==> src/rtl/dsp_mac_pipe.sv <==
// Pipelined signed multiply / multiply-add / accumulate unit.
// Operand register, MSTAGES product registers, then an accumulate/output stage.
module dsp_mac_pipe #(
   parameter int AW       = 18,
   parameter int BW       = 18,
   parameter int PW       = 48,
   parameter int MSTAGES  = 2,
   parameter int SATURATE = 1
) (
   input  logic          CLK,
   input  logic          RSTN,
   input  logic          IN_VALID,
   output logic          IN_READY,
   input  logic [AW-1:0] A,
   input  logic [BW-1:0] B,
   input  logic [PW-1:0] C,
   input  logic [1:0]    OP,
   input  logic          LAST,
   output logic          OUT_VALID,
   input  logic          OUT_READY,
   output logic [PW-1:0] P,
   output logic          OVF,
   output logic [15:0]   CNT
);

   localparam int MW = AW + BW;
   localparam logic [PW-1:0] PMAX = {1'b0, {(PW-1){1'b1}}};
   localparam logic [PW-1:0] PMIN = {1'b1, {(PW-1){1'b0}}};

   if (AW + BW >= PW) begin : g_pw_chk
      $error("dsp_mac_pipe: AW+BW must be less than PW");
   end
   if (MSTAGES < 1 || MSTAGES > 4) begin : g_ms_chk
      $error("dsp_mac_pipe: MSTAGES must be 1..4");
   end

   typedef struct packed {
      logic          v;
      logic [1:0]    op;
      logic          last;
      logic [PW-1:0] c;
      logic [AW-1:0] a;
      logic [BW-1:0] b;
   } opnd_t;

   typedef struct packed {
      logic          v;
      logic [1:0]    op;
      logic          last;
      logic [PW-1:0] c;
      logic [MW-1:0] prod;
   } mst_t;

   typedef enum logic {S_IDLE, S_ACCUM} state_e;

   opnd_t   opnd_q, opnd_d;
   mst_t    mst_q [MSTAGES];
   mst_t    mst_d [MSTAGES];
   mst_t    fin;
   state_e  state_q, state_d;

   logic [PW-1:0] acc_q, acc_d;
   logic          acc_ovf_q, acc_ovf_d;
   logic [15:0]   acc_cnt_q, acc_cnt_d;
   logic          out_v_q, out_v_d;
   logic [PW-1:0] p_q, p_d;
   logic          ovf_q, ovf_d;
   logic [15:0]   cnt_q, cnt_d;

   logic                 adv;
   logic signed [MW-1:0] ax, bx;
   logic [PW-1:0]        prod_x, base, addend, res;
   logic [PW:0]          sum_x;
   logic                 of, acc_live, ovf_base;
   logic [15:0]          cnt_base, cnt_inc;

   assign adv       = !(out_v_q && !OUT_READY);
   assign IN_READY  = adv;
   assign OUT_VALID = out_v_q;
   assign P         = p_q;
   assign OVF       = ovf_q;
   assign CNT       = cnt_q;

   assign fin    = mst_q[MSTAGES-1];
   assign prod_x = {{(PW-MW){fin.prod[MW-1]}}, fin.prod};

   always_comb begin
      opnd_d = opnd_q;
      mst_d  = mst_q;
      ax     = MW'($signed(opnd_q.a));
      bx     = MW'($signed(opnd_q.b));
      if (adv) begin
         opnd_d.v = IN_VALID;
         if (IN_VALID) begin
            opnd_d.op   = OP;
            opnd_d.last = LAST;
            opnd_d.c    = C;
            opnd_d.a    = A;
            opnd_d.b    = B;
         end
         mst_d[0].v    = opnd_q.v;
         mst_d[0].op   = opnd_q.op;
         mst_d[0].last = opnd_q.last;
         mst_d[0].c    = opnd_q.c;
         mst_d[0].prod = ax * bx;
         for (int i = 1; i < MSTAGES; i++) begin
            mst_d[i] = mst_q[i-1];
         end
      end
   end

   // One signed adder serves both C-add and accumulate; PW+1 bits expose overflow
   always_comb begin
      acc_live = (state_q == S_ACCUM);
      base     = '0;
      addend   = prod_x;
      if (fin.op[1]) begin
         if (acc_live) base = acc_q;
         if (fin.op[0]) addend = -prod_x;
      end else if (fin.op[0]) begin
         base = fin.c;
      end
      sum_x = {base[PW-1], base} + {addend[PW-1], addend};
      of    = sum_x[PW] ^ sum_x[PW-1];
      res   = sum_x[PW-1:0];
      if (of && SATURATE != 0) begin
         res = sum_x[PW] ? PMIN : PMAX;
      end
      ovf_base = acc_live ? acc_ovf_q : 1'b0;
      cnt_base = acc_live ? acc_cnt_q : 16'd0;
      cnt_inc  = (cnt_base == 16'hFFFF) ? cnt_base : cnt_base + 16'd1;
   end

   always_comb begin
      state_d   = state_q;
      acc_d     = acc_q;
      acc_ovf_d = acc_ovf_q;
      acc_cnt_d = acc_cnt_q;
      out_v_d   = out_v_q;
      p_d       = p_q;
      ovf_d     = ovf_q;
      cnt_d     = cnt_q;
      if (adv) begin
         out_v_d = 1'b0;
         if (fin.v) begin
            unique case (1'b1)
               !fin.op[1]: begin
                  out_v_d = 1'b1;
                  p_d     = res;
                  ovf_d   = of;
                  cnt_d   = 16'd1;
               end
               fin.op[1] && fin.last: begin
                  out_v_d   = 1'b1;
                  p_d       = res;
                  ovf_d     = ovf_base | of;
                  cnt_d     = cnt_inc;
                  state_d   = S_IDLE;
                  acc_d     = '0;
                  acc_ovf_d = 1'b0;
                  acc_cnt_d = '0;
               end
               fin.op[1] && !fin.last: begin
                  state_d   = S_ACCUM;
                  acc_d     = res;
                  acc_ovf_d = ovf_base | of;
                  acc_cnt_d = cnt_inc;
               end
            endcase
         end
      end
   end

   always_ff @(posedge CLK or negedge RSTN) begin
      if (!RSTN) begin
         opnd_q <= '0;
         for (int i = 0; i < MSTAGES; i++) begin
            mst_q[i] <= '0;
         end
         state_q   <= S_IDLE;
         acc_q     <= '0;
         acc_ovf_q <= 1'b0;
         acc_cnt_q <= '0;
         out_v_q   <= 1'b0;
         p_q       <= '0;
         ovf_q     <= 1'b0;
         cnt_q     <= '0;
      end else begin
         opnd_q    <= opnd_d;
         mst_q     <= mst_d;
         state_q   <= state_d;
         acc_q     <= acc_d;
         acc_ovf_q <= acc_ovf_d;
         acc_cnt_q <= acc_cnt_d;
         out_v_q   <= out_v_d;
         p_q       <= p_d;
         ovf_q     <= ovf_d;
         cnt_q     <= cnt_d;
      end
   end

endmodule

==> config.mk <==
export PLATFORM = sky130hd
export DESIGN_NAME = dsp_mac_pipe
export DESIGN_NICKNAME = d
export VERILOG_FILES = /design/src/rtl/dsp_mac_pipe.sv
export SDC_FILE = /design/constraint.sdc
export NUM_CORES = 2
export LEC_CHECK = 0
export ABC_CLOCK_PERIOD_IN_PS = 10300
export BUFFER_PORTS_ARGS = -buffer_cell sky130_fd_sc_hd__buf_4
export CAP_MARGIN = 10
export CORE_ASPECT_RATIO = 1.1
export CORE_MARGIN = 3
export CORE_UTILIZATION = 35
export CTS_BUF_LIST = sky130_fd_sc_hd__clkbuf_4 sky130_fd_sc_hd__clkbuf_8 sky130_fd_sc_hd__clkbuf_16
export DETAILED_ROUTE_END_ITERATION = 8
export PLACE_DENSITY = 0.52
export SETUP_SLACK_MARGIN = 0.3
export SYNTH_ARGS = -nofsm -noshare
export SYNTH_HDL_FRONTEND = slang
export SYNTH_SLANG_ARGS = --single-unit
==> constraint.sdc <==
create_clock -name CLK -period 10.3 [get_ports CLK]
set_clock_uncertainty 0.1 [all_clocks]
set_input_delay 2.06 -clock CLK [delete_from_list [all_inputs] [get_ports CLK]]
set_output_delay 2.06 -clock CLK [all_outputs]
set_load 0.02 [all_outputs]
-- Word-level counts from Yosys, hierarchy flattened
Index checks and enable logic that the tools add are counted.
- output and inout bits: 67
- flip-flop bits (word level): 396
- bitwise logic cells: 3
- multipliers: 1
- muxes and demuxes: 18
- eq/ne operators: 1
- reduce and logical (&&, ||, !) cells: 14
- add/subtract/negate cells: 3
- operators by type and width (kind ; number):
    two-way mux 48 bit ; 7
    case mux 48 bit (2 select lines) ; 1
    case mux 16 bit (2 select lines) ; 2
    adder 48 x 48 -> 49 bit ; 1
    negator 48 bit ; 1
    multiplier 18 x 18 -> 36 bit ; 1
    two-way mux 16 bit ; 2
    adder 16 x 1 -> 16 bit, second input constant ; 1
    equality test 16 bit, second input constant ; 1
    AND reduction 3 bit ; 3
    case mux 1 bit (2 select lines) ; 3
    logical NOT 1 bit ; 4
    nonzero test 2 bit ; 2
    logical AND 1 bit ; 3
    two-way mux 1 bit ; 3
    AND reduction 2 bit ; 1
    OR reduction 2 bit ; 1
    NOT 1 bit ; 1
    bitwise OR 1 bit ; 1
    bitwise XOR 1 bit ; 1

-- Logic depth before layout (Yosys ltp)
- depth after elaboration: 7
- gate-level depth with buffers: 28
- depth with buffers taken out: 24

-- Worst setup path after synthesis
OpenSTA, ideal clock, no wires.
- kind: reg-to-reg
- start point: register opnd_q, in the netlist bx[17]
- end point: register mst_q[120] (netlist bit)
- clock period less this slack: 6.478 ns
- cell stages (with the launch flop): 22
- slack: 3.822 ns
- library setup time: 0.136 ns
- arrival: 6.242 ns
- path through: dfrtp_1 -> inv_1 -> buf_1 -> nor2_1 -> fa_1 -> fa_1 -> fa_1 -> fa_1 -> fa_1 -> inv_1 -> fa_1 -> inv_1 -> ha_1 -> a21o_1 -> a21o_1 -> a221oi_1 -> o221ai_1 -> o21ai_0 -> o211ai_1 -> a21oi_1 -> xor2_1 -> o21ai_0
- word-level cells in the longest chain between the ends: 1
- ends and longest elaborated chain (item ; RTL line ; source):
    start, declared ; 56 ; opnd_t opnd_q, opnd_d;
    start signal, assigned ; 189 ; opnd_q <= opnd_d;
    multiplier 18 x 18 -> 36 bit ; 105 ; mst_d[0].prod = ax * bx;
    end signal, assigned ; 190 ; mst_q <= mst_d;
    end, declared ; 57 ; mst_t mst_q [MSTAGES];
Every way passes these cells.
A chain may end at the register's enable or synchronous reset.

-- Final worst setup path
- start point: register mst_q, in the netlist fin[1]
- end point: register acc_q[45]
- word-level cells in the longest chain between the ends: 7
- elaborated cells on any way between the ends: 8
- those cells by class: add/sub (2); mux (5); bitwise (1)
- ends and longest elaborated chain (item ; RTL line ; source):
    negator 48 bit ; 119 ; if (fin.op[0]) addend = -prod_x;
    two-way mux 48 bit ; 119 ;
    two-way mux 48 bit * ; 117 ; if (fin.op[1]) begin
    adder 48 x 48 -> 49 bit * ; 123 ; sum_x = {base[PW-1], base} + {addend[PW-1], addend};
    two-way mux 48 bit or bitwise XOR 1 bit (tied branches) ; 127, 124 ;
    two-way mux 48 bit * ; 126 ; if (of && SATURATE != 0) begin
    case mux 48 bit (2 select lines) * ; 146 ; unique case (1'b1)
    end signal, assigned ; 181 ; acc_q <= '0;
    end signal, assigned ; 192 ; acc_q <= acc_d;
    end, declared ; 62 ; logic [PW-1:0] acc_q, acc_d;
Mark *: on every way between the ends. The rest lies on a longest branch, timed or not.

==> flow_summary.toml <==
[run_status]
status = "complete, no violations"

[placed_design]
io_buffers = 157
dp_cells = 4610
place_hpwl_um = 64600
place_area_um2 = 34100
gp_congestion = 0.867

[worst_setup_path]
crit_path_start = "fin[1]"
cp.required_ps = 10700
arrival_ps = 7590
r2r-end = "acc_q[45]"
reg2regPathDepth = 26
path_class = "reg -> reg"
crit_path_end_kind = "flop"
timing.rr.start = "fin[1]"
rrSetupSlack_ps = 3120
crit_path_end = "acc_q[45]"
path_max_fanout = 52
cpPeakStageDelay_ps = 520
cpMaxStageDelayCell = "nor3b_1"
setup.worst_path.start_class = "flop"

[synth]
netlist_instances = 3438
yosysTopAreaCellShare = 0.310
async_flop_share = 1.00
ys.flop_type = "dfrtp_1"
syn_area_um2 = 31900
synth.distinct_cells = 91
yosys_warnings = 0
ys_seq_elements = 396
ys_seq_area_frac = 0.310
synth-edff-count = 0
yosysTopAreaCell = "dfrtp_1"
syn_nets = 4004
synth_area_per_cell_um2 = 9.28
ys_top_cells_by_area = "dfrtp_1, fa_1, nand2_1"

[routing]
drt_wl_total_um = 85000
drt-initial-drc-count = 1267
vias = 23200
drt.antenna.violating_nets = 0
route.detailed.vias_per_inst = 4.93
firstDrtPassIters = 5
drc = 0
drt-wirelength-per-cell_um = 18.1

[sta]
tns_ps = 0
maxSlewViolCount = 0
fmax_mhz = 139
whs_ps = 364
final-hold-violation-count = 0
finalSetupViolCount = 0
rsz0062_at_grt = "false"
min_period_ps = 7180
relSlewSlack = 0.349
fin_crit_sh = 0.698
worstMarginPinSlew_ps = 974

[cts]
cts_hold_buf = 0
cts-root-buf = "clkbuf_16"
postCtsSetupRepairBufs = 0
cts_resized = 0
cts_buffer_depth = 3
numCtsBuffers = 48
htree_levels = 2
clock_latency_ps = 600
cts_tree = "built"
numClockSinks = 396
path_clk_slew_ps = 60

[floorplan]
io_pins = 158
die_y_um = 323
die_area_um2 = 94900
fp.dieW_um = 294
rows = 115
start_util = 0.355
core_area_um2 = 89900

[grt]
antenna_found_initial = 0
grt_max_degree = 148
grtUsageTotal = 0.183
grt_pass1_vias = 24300
grt_pass1_wl_um = 138000
grt_overflow = 0

[min_path]
hold-path-cell-count = 2
hold_path_class = "reg -> reg"

[layout]
fin_area_um2 = 35800
diodes = 0
final_layout_size_suffix_gt1_frac = 0.116
nets = 4056
stdcell_count = 4698
area_delta_synth_final_pct = 12.0

[job]
drv_cap = 0
[cells by family after synthesis]
group           count (synthesis)  share of synthesized area
flops                         396                      0.310
mux                           110                     0.0386
simple gates                 1201                      0.170
compound gates                548                      0.115
fa+ha+maj                     475                      0.264
buf+inv                       597                     0.0712
xor+xnor                      111                     0.0305
[synth_stat cells, types with 16 or more instances]
| library cell | instances |
|---|---|
| mux2_2 | 105 |
| xor2_1 | 52 |
| o21a_1 | 19 |
| nand3_1 | 29 |
| clkbuf_1 | 146 |
| nor2_1 | 101 |
| inv_1 | 421 |
| buf_1 | 20 |
| dfrtp_1 | 396 |
| a21oi_1 | 125 |
| a22o_1 | 73 |
| o31ai_1 | 30 |
| a21o_1 | 41 |
| ha_1 | 145 |
| nor3_1 | 31 |
| and2_1 | 176 |
| fa_1 | 330 |
| xnor2_1 | 59 |
| a31oi_1 | 16 |
| o21ai_0 | 131 |
| nand2b_1 | 24 |
| nand2_1 | 748 |
[layout by cell type, fill, tap and decap left out, types with 11 or more instances in the layout]
master / netlist / routed
and2_1: 176 / 176
dfrtp_1: 396 / 396
xor2_1: 52 / 52
clkbuf_16: 0 / 48
inv_1: 421 / 420
mux2_2: 105 / 105
ha_1: 145 / 145
a21o_1: 41 / 41
o21a_1: 19 / 19
fa_1: 330 / 330
or3_1: 12 / 12
nand4_1: 11 / 11
nand2_1: 748 / 747
nand2b_1: 24 / 23
xnor2_1: 59 / 59
nor2_1: 101 / 99
buf_4: 1 / 175
o21bai_1: 12 / 12
nor3_1: 31 / 31
a22o_1: 73 / 73
a21oi_1: 125 / 125
a211oi_1: 15 / 15
and3_1: 14 / 14
o21ai_0: 131 / 131
nand3_1: 29 / 28
o31ai_1: 30 / 30
a31oi_1: 16 / 16
nor3b_1: 11 / 11
[registers in the layout, indices dropped and copies added, names as in the netlist]
register	flops
ax	18
P	48
fin	88
mst_q	88
acc_ovf_q	1
acc_cnt_q	16
OUT_VALID	1
CNT	16
acc_q	48
bx	18
acc_live	1
opnd_q	52
OVF	1
[area by class of cell]
class / count / area, um^2
clock buffer: 65 / 1370
clock inverter: 23 / 280
fill: 9071 / 54200
inverter: 421 / 1590
multi-input combinational: 2445 / 19800
sequential: 396 / 9910
tap: 1170 / 1460
timing repair buffer: 178 / 1370
[stage by stage]
step | worst slack, ps | util
after floorplan | 3820 | -
after global placement | 3020 | 0.379
after detailed placement | 3060 | 0.379
after CTS | 3060 | 0.398
after global routing | 2560 | 0.398
final | 3120 | 0.398
[critical path, delay by kind of cell, from the launching register on]
kind	cells	cell delay, ps
xor+xnor	1	190
fa+ha+maj	3	820
compound gates	12	2440
flops	1	380
buf+inv	3	920
simple gates	7	2240
[routing by layer]
metal | up-vias | GRT usage | wire (um)
met3 | 90 | 0.0272 | 3800
met1 | 11500 | 0.258 | 40400
met5 | - | 0 | 0
met4 | 0 | 0.0428 | 1790
li1 | 11200 | - | -
met2 | 408 | 0.299 | 39000
[worst min-delay path by stage]
stage | slack [ps] | to | startpoint
2_1_floorplan | 340 | mst_q[124] | mst_q[124]
3_5_place_dp | 350 | fin[28] | mst_q[116]
5_1_grt | 380 | mst_q[90] | mst_q[90]
6_report | 360 | mst_q[155] | opnd_q[67]
4_1_cts | 370 | fin[20] | mst_q[108]
3_3_place_gp | 350 | mst_q[169] | opnd_q[81]
Power is not shown: default switching activity piles up to over one toggle a cycle in this logic, so the estimate is an artifact.
